==> config.mk <==
export PLATFORM = sky130hd
export DESIGN_NAME = decoder_scan_n
export DESIGN_NICKNAME = d
export VERILOG_FILES = /design/src/rtl/decoder_scan_n.sv
export SDC_FILE = /design/constraint.sdc
export NUM_CORES = 1
export LEC_CHECK = 0
export ABC_AREA = 1
export BUFFER_PORTS_ARGS = -buffer_cell sky130_fd_sc_hd__buf_2
export CORE_MARGIN = 4
export CORE_UTILIZATION = 29
export DETAILED_ROUTE_END_ITERATION = 16
export PLACE_DENSITY = 0.54
export SYNTH_ARGS = -nofsm -noshare
export SYNTH_HDL_FRONTEND = slang
export SYNTH_SLANG_ARGS = --single-unit
==> constraint.sdc <==
create_clock -name clk -period 1.18 [get_ports clk]
set_input_delay 0.059 -clock clk [delete_from_list [all_inputs] [get_ports clk]]
set_output_delay 0.059 -clock clk [all_outputs]
set_load 0.03 [all_outputs]
==> src/rtl/decoder_scan_n.sv <==
// ---------------------------------------------------------------------------
// decoder_scan_n
//
// Registered SEL_W-to-2**SEL_W one-hot decoder with an enable and a
// self-timed scan mode.
//
//   Direct mode (d_mode = 0): dout is the registered one-hot of din.
//   Scan mode   (d_mode = 1): an internal sequencer walks dout through every
//                             output in turn. Each output is held for DWELL
//                             cycles. scan_wrap pulses on the first cycle of
//                             index 0 of every scan period.
//
// Parameters
//   SEL_W  select width (1..6). Output count N = 2**SEL_W.
//   DWELL  clock cycles each output is held in scan mode (1..65535).
//
// Ports
//   clk        in   1      single rising-edge clock
//   rst        in   1      synchronous active-high reset
//   d_en       in   1      decoder enable; low forces all outputs to zero
//   d_mode     in   1      0 = direct decode, 1 = scan
//   din        in   SEL_W  select value in direct mode (ignored in scan)
//   dout       out  N      registered one-hot (or all-zero) select
//   dout_idx   out  SEL_W  registered index of the active (or next) output
//   scan_wrap  out  1      one-cycle pulse at the start of each scan period
//
// Optional feature
//   DECODER_SCAN_BLANK_EN  When defined, scan mode is break-before-make: one
//                          all-zero cycle is inserted after each index's dwell,
//                          with dout_idx already showing the next index.
// ---------------------------------------------------------------------------
module decoder_scan_n #(
    parameter int SEL_W = 2,
    parameter int DWELL = 4
) (
    input  logic                    clk,
    input  logic                    rst,
    input  logic                    d_en,
    input  logic                    d_mode,
    input  logic [SEL_W-1:0]        din,
    output logic [(2**SEL_W)-1:0]   dout,
    output logic [SEL_W-1:0]        dout_idx,
    output logic                    scan_wrap
);

    localparam int N = 2 ** SEL_W;

    // The dwell counter is wide enough for the largest legal DWELL.
    localparam int          CNT_W   = 16;
    localparam logic [CNT_W-1:0] DWELL_C = CNT_W'(DWELL);
    localparam logic [CNT_W-1:0] CNT_ONE = CNT_W'(1);
    localparam logic [SEL_W-1:0] IDX_ONE = SEL_W'(1);
    localparam logic [N-1:0]     ONE_N   = N'(1);

    typedef enum logic [1:0] {
        IDLE   = 2'd0,
        DIRECT = 2'd1,
        SCAN   = 2'd2
    } state_t;

    state_t             state_q, state_d;
    logic [N-1:0]       dout_q, dout_d;
    logic [SEL_W-1:0]   idx_q, idx_d;
    logic               wrap_q, wrap_d;
    logic [CNT_W-1:0]   cnt_q, cnt_d;
`ifdef DECODER_SCAN_BLANK_EN
    logic               blank_q, blank_d;
`endif

    function automatic logic [N-1:0] oneHot(input logic [SEL_W-1:0] sel);
        return ONE_N << sel;
    endfunction

    // Next-state and next-output evaluation. The target state is chosen from
    // the inputs alone every cycle; the outputs are then derived from that
    // target state together with the current registered state, so that
    // entering SCAN can be told apart from staying in it.
    always_comb begin
        state_d = state_q;
        dout_d  = '0;
        idx_d   = '0;
        wrap_d  = 1'b0;
        cnt_d   = '0;
`ifdef DECODER_SCAN_BLANK_EN
        blank_d = 1'b0;
`endif

        if (!d_en) begin
            state_d = IDLE;
        end else if (!d_mode) begin
            state_d = DIRECT;
        end else begin
            state_d = SCAN;
        end

        case (state_d)
            IDLE: begin
                // Everything already defaults to zero.
            end

            DIRECT: begin
                dout_d = oneHot(din);
                idx_d  = din;
            end

            SCAN: begin
                if (state_q != SCAN) begin
                    // Fresh entry always restarts at index 0 with a wrap
                    // pulse and no leading blank; this first cycle counts
                    // as dwell cycle 1.
                    dout_d = ONE_N;
                    idx_d  = '0;
                    wrap_d = 1'b1;
                    cnt_d  = CNT_ONE;
                end else begin
`ifdef DECODER_SCAN_BLANK_EN
                    if (blank_q) begin
                        // Blank cycle over: drive the index that dout_idx
                        // has been showing during the blank.
                        dout_d = oneHot(idx_q);
                        idx_d  = idx_q;
                        wrap_d = (idx_q == '0);
                        cnt_d  = CNT_ONE;
                    end else if (cnt_q >= DWELL_C) begin
                        // Dwell complete: break before make. The index
                        // advances now so dout_idx previews it.
                        dout_d  = '0;
                        idx_d   = idx_q + IDX_ONE;
                        blank_d = 1'b1;
                        cnt_d   = cnt_q;
                    end else begin
                        dout_d = dout_q;
                        idx_d  = idx_q;
                        cnt_d  = cnt_q + CNT_ONE;
                    end
`else
                    if (cnt_q >= DWELL_C) begin
                        // Dwell complete: modular SEL_W-bit increment, so
                        // N-1 rolls over to 0 and marks a new period.
                        idx_d  = idx_q + IDX_ONE;
                        dout_d = oneHot(idx_q + IDX_ONE);
                        wrap_d = ((idx_q + IDX_ONE) == '0);
                        cnt_d  = CNT_ONE;
                    end else begin
                        dout_d = dout_q;
                        idx_d  = idx_q;
                        cnt_d  = cnt_q + CNT_ONE;
                    end
`endif
                end
            end

            default: begin
                state_d = IDLE;
            end
        endcase
    end

    // State and output registers. Reset is synchronous and overrides the
    // enable and mode inputs, so a reset edge always lands in IDLE with
    // every output cleared.
    always_ff @(posedge clk) begin
        if (rst) begin
            state_q <= IDLE;
            dout_q  <= '0;
            idx_q   <= '0;
            wrap_q  <= 1'b0;
            cnt_q   <= '0;
`ifdef DECODER_SCAN_BLANK_EN
            blank_q <= 1'b0;
`endif
        end else begin
            state_q <= state_d;
            dout_q  <= dout_d;
            idx_q   <= idx_d;
            wrap_q  <= wrap_d;
            cnt_q   <= cnt_d;
`ifdef DECODER_SCAN_BLANK_EN
            blank_q <= blank_d;
`endif
        end
    end

    assign dout      = dout_q;
    assign dout_idx  = idx_q;
    assign scan_wrap = wrap_q;

endmodule

==> results of run 1 <==
-- power by group through the flow --
stage | clock [uW] | sequential, uW | combinational (uW)
after floorplan | 0 | 923 | 53.0
after global placement | 0 | 909 | 95.2
after detailed placement | 0 | 910 | 95.9
after CTS | 400 | 891 | 99.5
after global routing | 448 | 899 | 123
final | 381 | 893 | 109
-- cell usage in the layout, fill, tap and decap left out --
cell type,instances
inv_2,1
nand2_1,24
dfxtp_1,20
nand3_1,1
and2_1,3
dfxtp_4,1
dlygate4sd3_1,1
buf_2,12
inv_1,14
clkbuf_4,3
conb_1,13
nand4_1,3
nand3_4,1
buf_6,1
nor2_2,1
nor2_1,22
xnor2_1,1
o21ai_0,2
ha_1,6
nand2_2,3
a21oi_1,3
buf_4,4
nor2_4,5
inv_4,1
nand3_2,1
dfxtp_2,4
-- repair_timing --
| item | CTS | global route |
|---|---|---|
| endpoints found under the hold margin | 2 | 0 |
| resized for setup | 1 | 13 |
| hold buffers | 1 | 0 |
| cloned | 0 | 1 |
| buffers inserted | 0 | 3 |
| setup endpoints to repair | 6 | 9 |
| pin swaps | 0 | 6 |
-- layout make-up --
cell class	instances	area share [%]
Clock buffer	3	1.81
Clock inverter	1	0.504
Inverter	15	4.53
Multi-Input combinational cell	89	38.8
Sequential cell	25	41.0
Tap cell	44	4.43
Timing Repair Buffer	18	8.96
-- worst max-delay path, cell delays in order (launching register included) --
cell and delay [ns]:
dfxtp_4 0.38, inv_1 0.08, ha_1 0.30, a21oi_1 0.14, nand2_1 0.06, nand2_1 0.05
nor2_1 0.04
-- registers in the layout, summed over array words and instances, names as in the netlist --
name	flops
dout_idx	2
dout	4
scan_wrap	1
state_q	2
cnt_q	16
-- worst paths after layout --
check | start | endpoint | slack (ns) | cells past startpoint
hold reg to reg | dout[3]$_SDFFE_PP0P_ | dout[3]$_SDFFE_PP0P_ | 0.48 | 2
setup reg to reg | dout_idx[0]$_SDFFE_PP0P_ | dout_idx[1]$_SDFFE_PP0P_ | 0.04 | 6
setup / recovery | dout_idx[0]$_SDFFE_PP0P_ | dout_idx[1]$_SDFFE_PP0P_ | 0.04 | 6
hold / removal | d_en | state_q[0]$_SDFF_PP0_ | 0.02 | 3
-- layer usage --
metal | wire (um) | global-route usage (%) | up-vias | share of wire, %
li1 | - | - | 406 | -
met4 | 8 | 3.11 | 0 | 0.50
met2 | 790 | 12.1 | 15 | 49
met1 | 751 | 9.33 | 315 | 47
met5 | 0 | 0 | - | 0
met3 | 65 | 2.74 | 2 | 4.0
-- kinds of logic after synthesis --
family	Yosys count
and+or+nand+nor	63
AOI/OAI and AO/OA	5
xor gates and xnor gates	1
DFF	25
adders and majority gates	6
buffers and inverters	16
other	1
-- stage by stage --
step	cells	util (%)
floorplan	129	-
global placement	186	36.4
detailed placement	186	36.4
CTS	191	37.9
global route	195	40.0
finish	195	40.0
==> metrics.csv, run 1 <==
stage,metric,value,unit
timing,setup violators final,0,
synth,Yosys cell types,16,
synth,complex-gate fraction of the synthesized area,2.61,%
final_layout,final instance area,1240,um^2
die,die width,65.5,um
global_routing,Overflow after GRT,0,
placed_design,PortBufs,12,
synth,number of synthesized register bits,25,
synth,mux share of post-synthesis cell area,0,%
clock_network,Longest Clk Path Bufs,2,
die,Die ar.,4290,um^2
global_routing,global-route usage over all layers,7.64,%
die,Die Height,65.5,um
drt,Post-DRT Antenna Nets,0,
timing,final worst slack,0.0409,ns
timing,minimum hold slack,0.0244,ns
synth,Post-Syn Area per Cell,8.20,um^2
pwr,Tot Pwr,1380,uW
synth,cell with the most instances after synthesis,nand2_1,
global_routing,first-pass GRT wire length,2530,um
pwr,switching share of power,24.3,%
pwr,clock network power share,27.6,%
synth,Synth top area share,52.2,%
setup_path,crit start category,register,
pwr,Lkg Pwr,0.000611,uW
pwr,worst vdd ir,0.603,mV
hold_path,Hold Path Class,in -> reg,
pwr,Psw,335,uW
timing,Final period util,96.5,%
drt,total wire length,1620,um
synth,most frequent cells after synthesis,"nand2_1 (27), dfxtp_1 (25), nor2_1 (24), inv_1 (15), ha_1 (6)",
die,I/O pins,13,
pwr,logic gate share of total power,7.9,%
synth,Adder-Cell Fraction of Synth Area,7.82,%
setup_path,crit end category,register,
setup_path,critical path class,reg -> reg,
synth,Post-synth EDFFs,0,
drt,Via density,3.78,
setup_path,CP arrival,1.36,ns
setup_path,Max Fanout on Critical Path,4,
synth,Synth Area in Simple Gates,29.1,%
clock_network,Root Driver,clkbuf_4,
clock_network,clock latency on the worst-skew pair,0.31,ns
synth,Mapped Cells,117,
synth,Synth Area in XOR/XNOR,0.913,%
placed_design,DP Worst Slack,0.00477,ns
pwr,Reg power frac,64.6,%
global_routing,number of global-route vias before repair,610,
drt,first drt pass iteration count,4,
die,Core Rows,20,
synth,Synth area leaders,"dfxtp_1 (52%), nand2_1 (11%), nor2_1 (9.4%), ha_1 (7.8%), inv_1 (5.9%)",
clock_network,TritonCTS clock tree,built,
pwr,P_int,1050,uW
timing,highest clock rate,878,MHz
timing,max-slew violations,0,
run_status,status,finished clean,
synth,largest family of logic cells by synthesized area,simple AND/OR/NAND/NOR gates,
final_layout,Sequential Area,509,um^2
synth,leading area contributor after synthesis,dfxtp_1,
timing,Clock Skews,0.00839,ns
final_layout,Final #Nets,164,
timing,RSZ-0062 raised after global routing,true,
global_routing,antenna violations before repair,0,
clock_network,H-tree lvl count,1,
timing,Total Neg Setup Slack,0,ns
final_layout,area delta synth->final,29.5,%
drt,WL/cell,8.28,um
final_layout,layout cells sized above 1,25.2,%
clock_network,clock sinks,25,
setup_path,Required @ worst endpoint,1.40,ns
synth,sequential share of the synthesized area,52.2,%
synth,Synth Flop Type,dfxtp_1,
final_layout,Ant. Diodes,0,
timing,Final Hold Fails,0,
drt,DRC Markers,0,
die,Initial Util,30.9,%
final_layout,Fillers,346,
timing,fin crit period,1.14,ns
synth,Async SR Flop Fraction,0,%
die,core box area,3100,um^2
placed_design,Final HPWL DP,1150,um
final_layout,area occupied by multi-input gates,482,um^2
global_routing,largest net degree at the start of global routing,16,
placed_design,instance area at placement,1130,um^2
drt,DR iter-0 viols,30,
clock_network,total CTS buffers,3,
pwr,PwrDens,1110,nW/um^2
flow_run,max-cap violations,0,
drt,vias,738,
synth,Ys Warns,0,
synth,synthesized area,960,um^2
clock_network,"CTS clk-pin slew, worst paths",0.14,ns
placed_design,GP Congestion,0.707,
No activity file was read; power rests on OpenSTA's default activity.
==> run 2: changes to the inputs <==
CORE_UTILIZATION = 53   (was 29)
PLACE_DENSITY = 0.82   (was 0.54)
SLEW_MARGIN = 20   (was not set)
==> metrics.csv, run 2 (synthesized netlist as in run 1, its figures left out) <==
stage,metric,value,unit
clock_network,H-tree lvl count,1,
clock_network,clock sinks,25,
timing,Final period util,99.3,%
timing,highest clock rate,854,MHz
clock_network,total CTS buffers,3,
drt,first drt pass iteration count,4,
drt,WL/cell,9.12,um
drt,Post-DRT Antenna Nets,0,
setup_path,Required @ worst endpoint,1.40,ns
drt,met2 WL post-DR,761,um
drt,Top Layer Used,met4,
die,core box area,1730,um^2
timing,minimum hold slack,0.0376,ns
final_layout,Ant. Diodes,0,
global_routing,largest net degree at the start of global routing,16,
global_routing,Overflow after GRT,0,
timing,RSZ-0062 raised after global routing,true,
timing,final worst slack,0.00875,ns
hold_path,Hold Path Stages,3,
drt,Via density,4.32,
placed_design,DP Worst Slack,0.0250,ns
final_layout,final design utilization,68.6,%
timing,fin crit period,1.17,ns
clock_network,clock latency on the worst-skew pair,0.31,ns
die,die width,50.6,um
run_status,status,finished clean,
pwr,worst vdd ir,0.970,mV
hold_path,Hold Path Class,in -> reg,
global_routing,first-pass GRT wire length,2590,um
setup_path,crit end category,register,
final_layout,area delta synth->final,23.3,%
die,Die Height,50.6,um
clock_network,Root Driver,clkbuf_4,
timing,setup violators final,0,
pwr,Lkg Pwr,0.000590,uW
global_routing,number of global-route vias before repair,674,
die,Die ar.,2560,um^2
global_routing,global-route usage over all layers,13.5,%
final_layout,most frequent cells in the layout,"nand2_1 (25), nor2_1 (23), dfxtp_1 (21), inv_1 (14), conb_1 (13)",
placed_design,PortBufs,12,
timing,Clock Skews,0.00146,ns
clock_network,TritonCTS clock tree,built,
timing,Final Hold Fails,0,
drt,met3 wire len,52,um
placed_design,Final HPWL DP,1140,um
clock_network,"CTS clk-pin slew, worst paths",0.13,ns
drt,met1 wire length,751,um
placed_design,GP Congestion,0.833,
final_layout,max reg flops,16,
drt,total wire length,1580,um
flow_run,max-cap violations,0,
drt,DRC Markers,0,
final_layout,"most common cell after layout, fill and taps aside",nand2_1,
drt,DR iter-0 viols,23,
die,I/O pins,13,
pwr,Tot Pwr,1370,uW
setup_path,cells on worst reg2reg path,6,
final_layout,layout cells sized above 1,21.6,%
drt,vias,748,
final_layout,Fillers,148,
clock_network,Post-CTS Setup Repair Bufs,0,
setup_path,Max Fanout on Critical Path,4,
clock_network,Longest Clk Path Bufs,2,
timing,max-slew violations,0,
setup_path,crit start category,register,
final_layout,Final #Nets,161,
final_layout,"Most flops, register",cnt_q,
pwr,PwrDens,1160,nW/um^2
die,Core Rows,15,
setup_path,CP arrival,1.39,ns
global_routing,antenna violations before repair,0,
setup_path,critical path class,reg -> reg,
die,Initial Util,55.6,%
run 2: cell count changes in the layout (fill, tap and decap cells not counted):
cell,delta
nor2_4,-2
o21ai_0,-1
nand3_4,+1
dfxtp_1,+1
buf_6,-1
o21ai_1,+1
nand2_1,+1
buf_4,-2
nand3_2,-1
nor2_2,+1
dfxtp_2,-1
nor2_1,+1
nand2_2,-1
run 2: metrics by stage:
stage	instance area [um^2]	std cells	setup TNS, ns
3_5_place_dp	1100	167	0
6_report	1180	173	0
3_3_place_gp	1100	167	0
4_1_cts	1140	172	0
2_1_floorplan	1010	129	0
5_1_grt	1180	173	-0.479
run 2: cell type report:
type	instances	area, um^2	area share, %
Sequential cell	25	508	42.9
Clock buffer	3	22.5	1.90
Timing Repair Buffer	15	85.1	7.19
Multi-Input combinational cell	89	474	40.1
Clock inverter	1	6.26	0.529
Tap cell	25	31.3	2.64
Inverter	15	56.3	4.76
run 2: repair_timing:
action / CTS / global route
hold buffers: 1 / 0
endpoints found under the hold margin: 2 / 0
setup endpoints to repair: 0 / 6
gates resized for setup: 0 / 10
run 2: critical path, stage by stage, from the launching register on:
cell and delay [ns]:
dfxtp_4 0.38, inv_1 0.08, ha_1 0.29, a21oi_1 0.16, nand2_1 0.07, nand2_1 0.06
nor2_1 0.04
run 2: final timing paths:
path / endpoint / slack, ns / startpoint
setup reg to reg: dout_idx[1]$_SDFFE_PP0P_ / 0.009 / dout_idx[0]$_SDFFE_PP0P_
hold / removal: state_q[0]$_SDFF_PP0_ / 0.04 / d_en
hold reg to reg: dout[2]$_SDFFE_PP0P_ / 0.49 / dout[2]$_SDFFE_PP0P_
setup / recovery: dout_idx[1]$_SDFFE_PP0P_ / 0.009 / dout_idx[0]$_SDFFE_PP0P_
run 2: where the power goes:
group / total (uW) / switching, uW / internal [uW]
Combinational: 107 / 71.8 / 35.0
Sequential: 891 / 13.0 / 878
Clock: 375 / 244 / 132
run 2: metal layers:
metal	GRT usage [%]	vias up
met1	16.5	329
met5	0	-
met3	3.56	2
met2	22.0	16
li1	-	401
met4	6.73	0
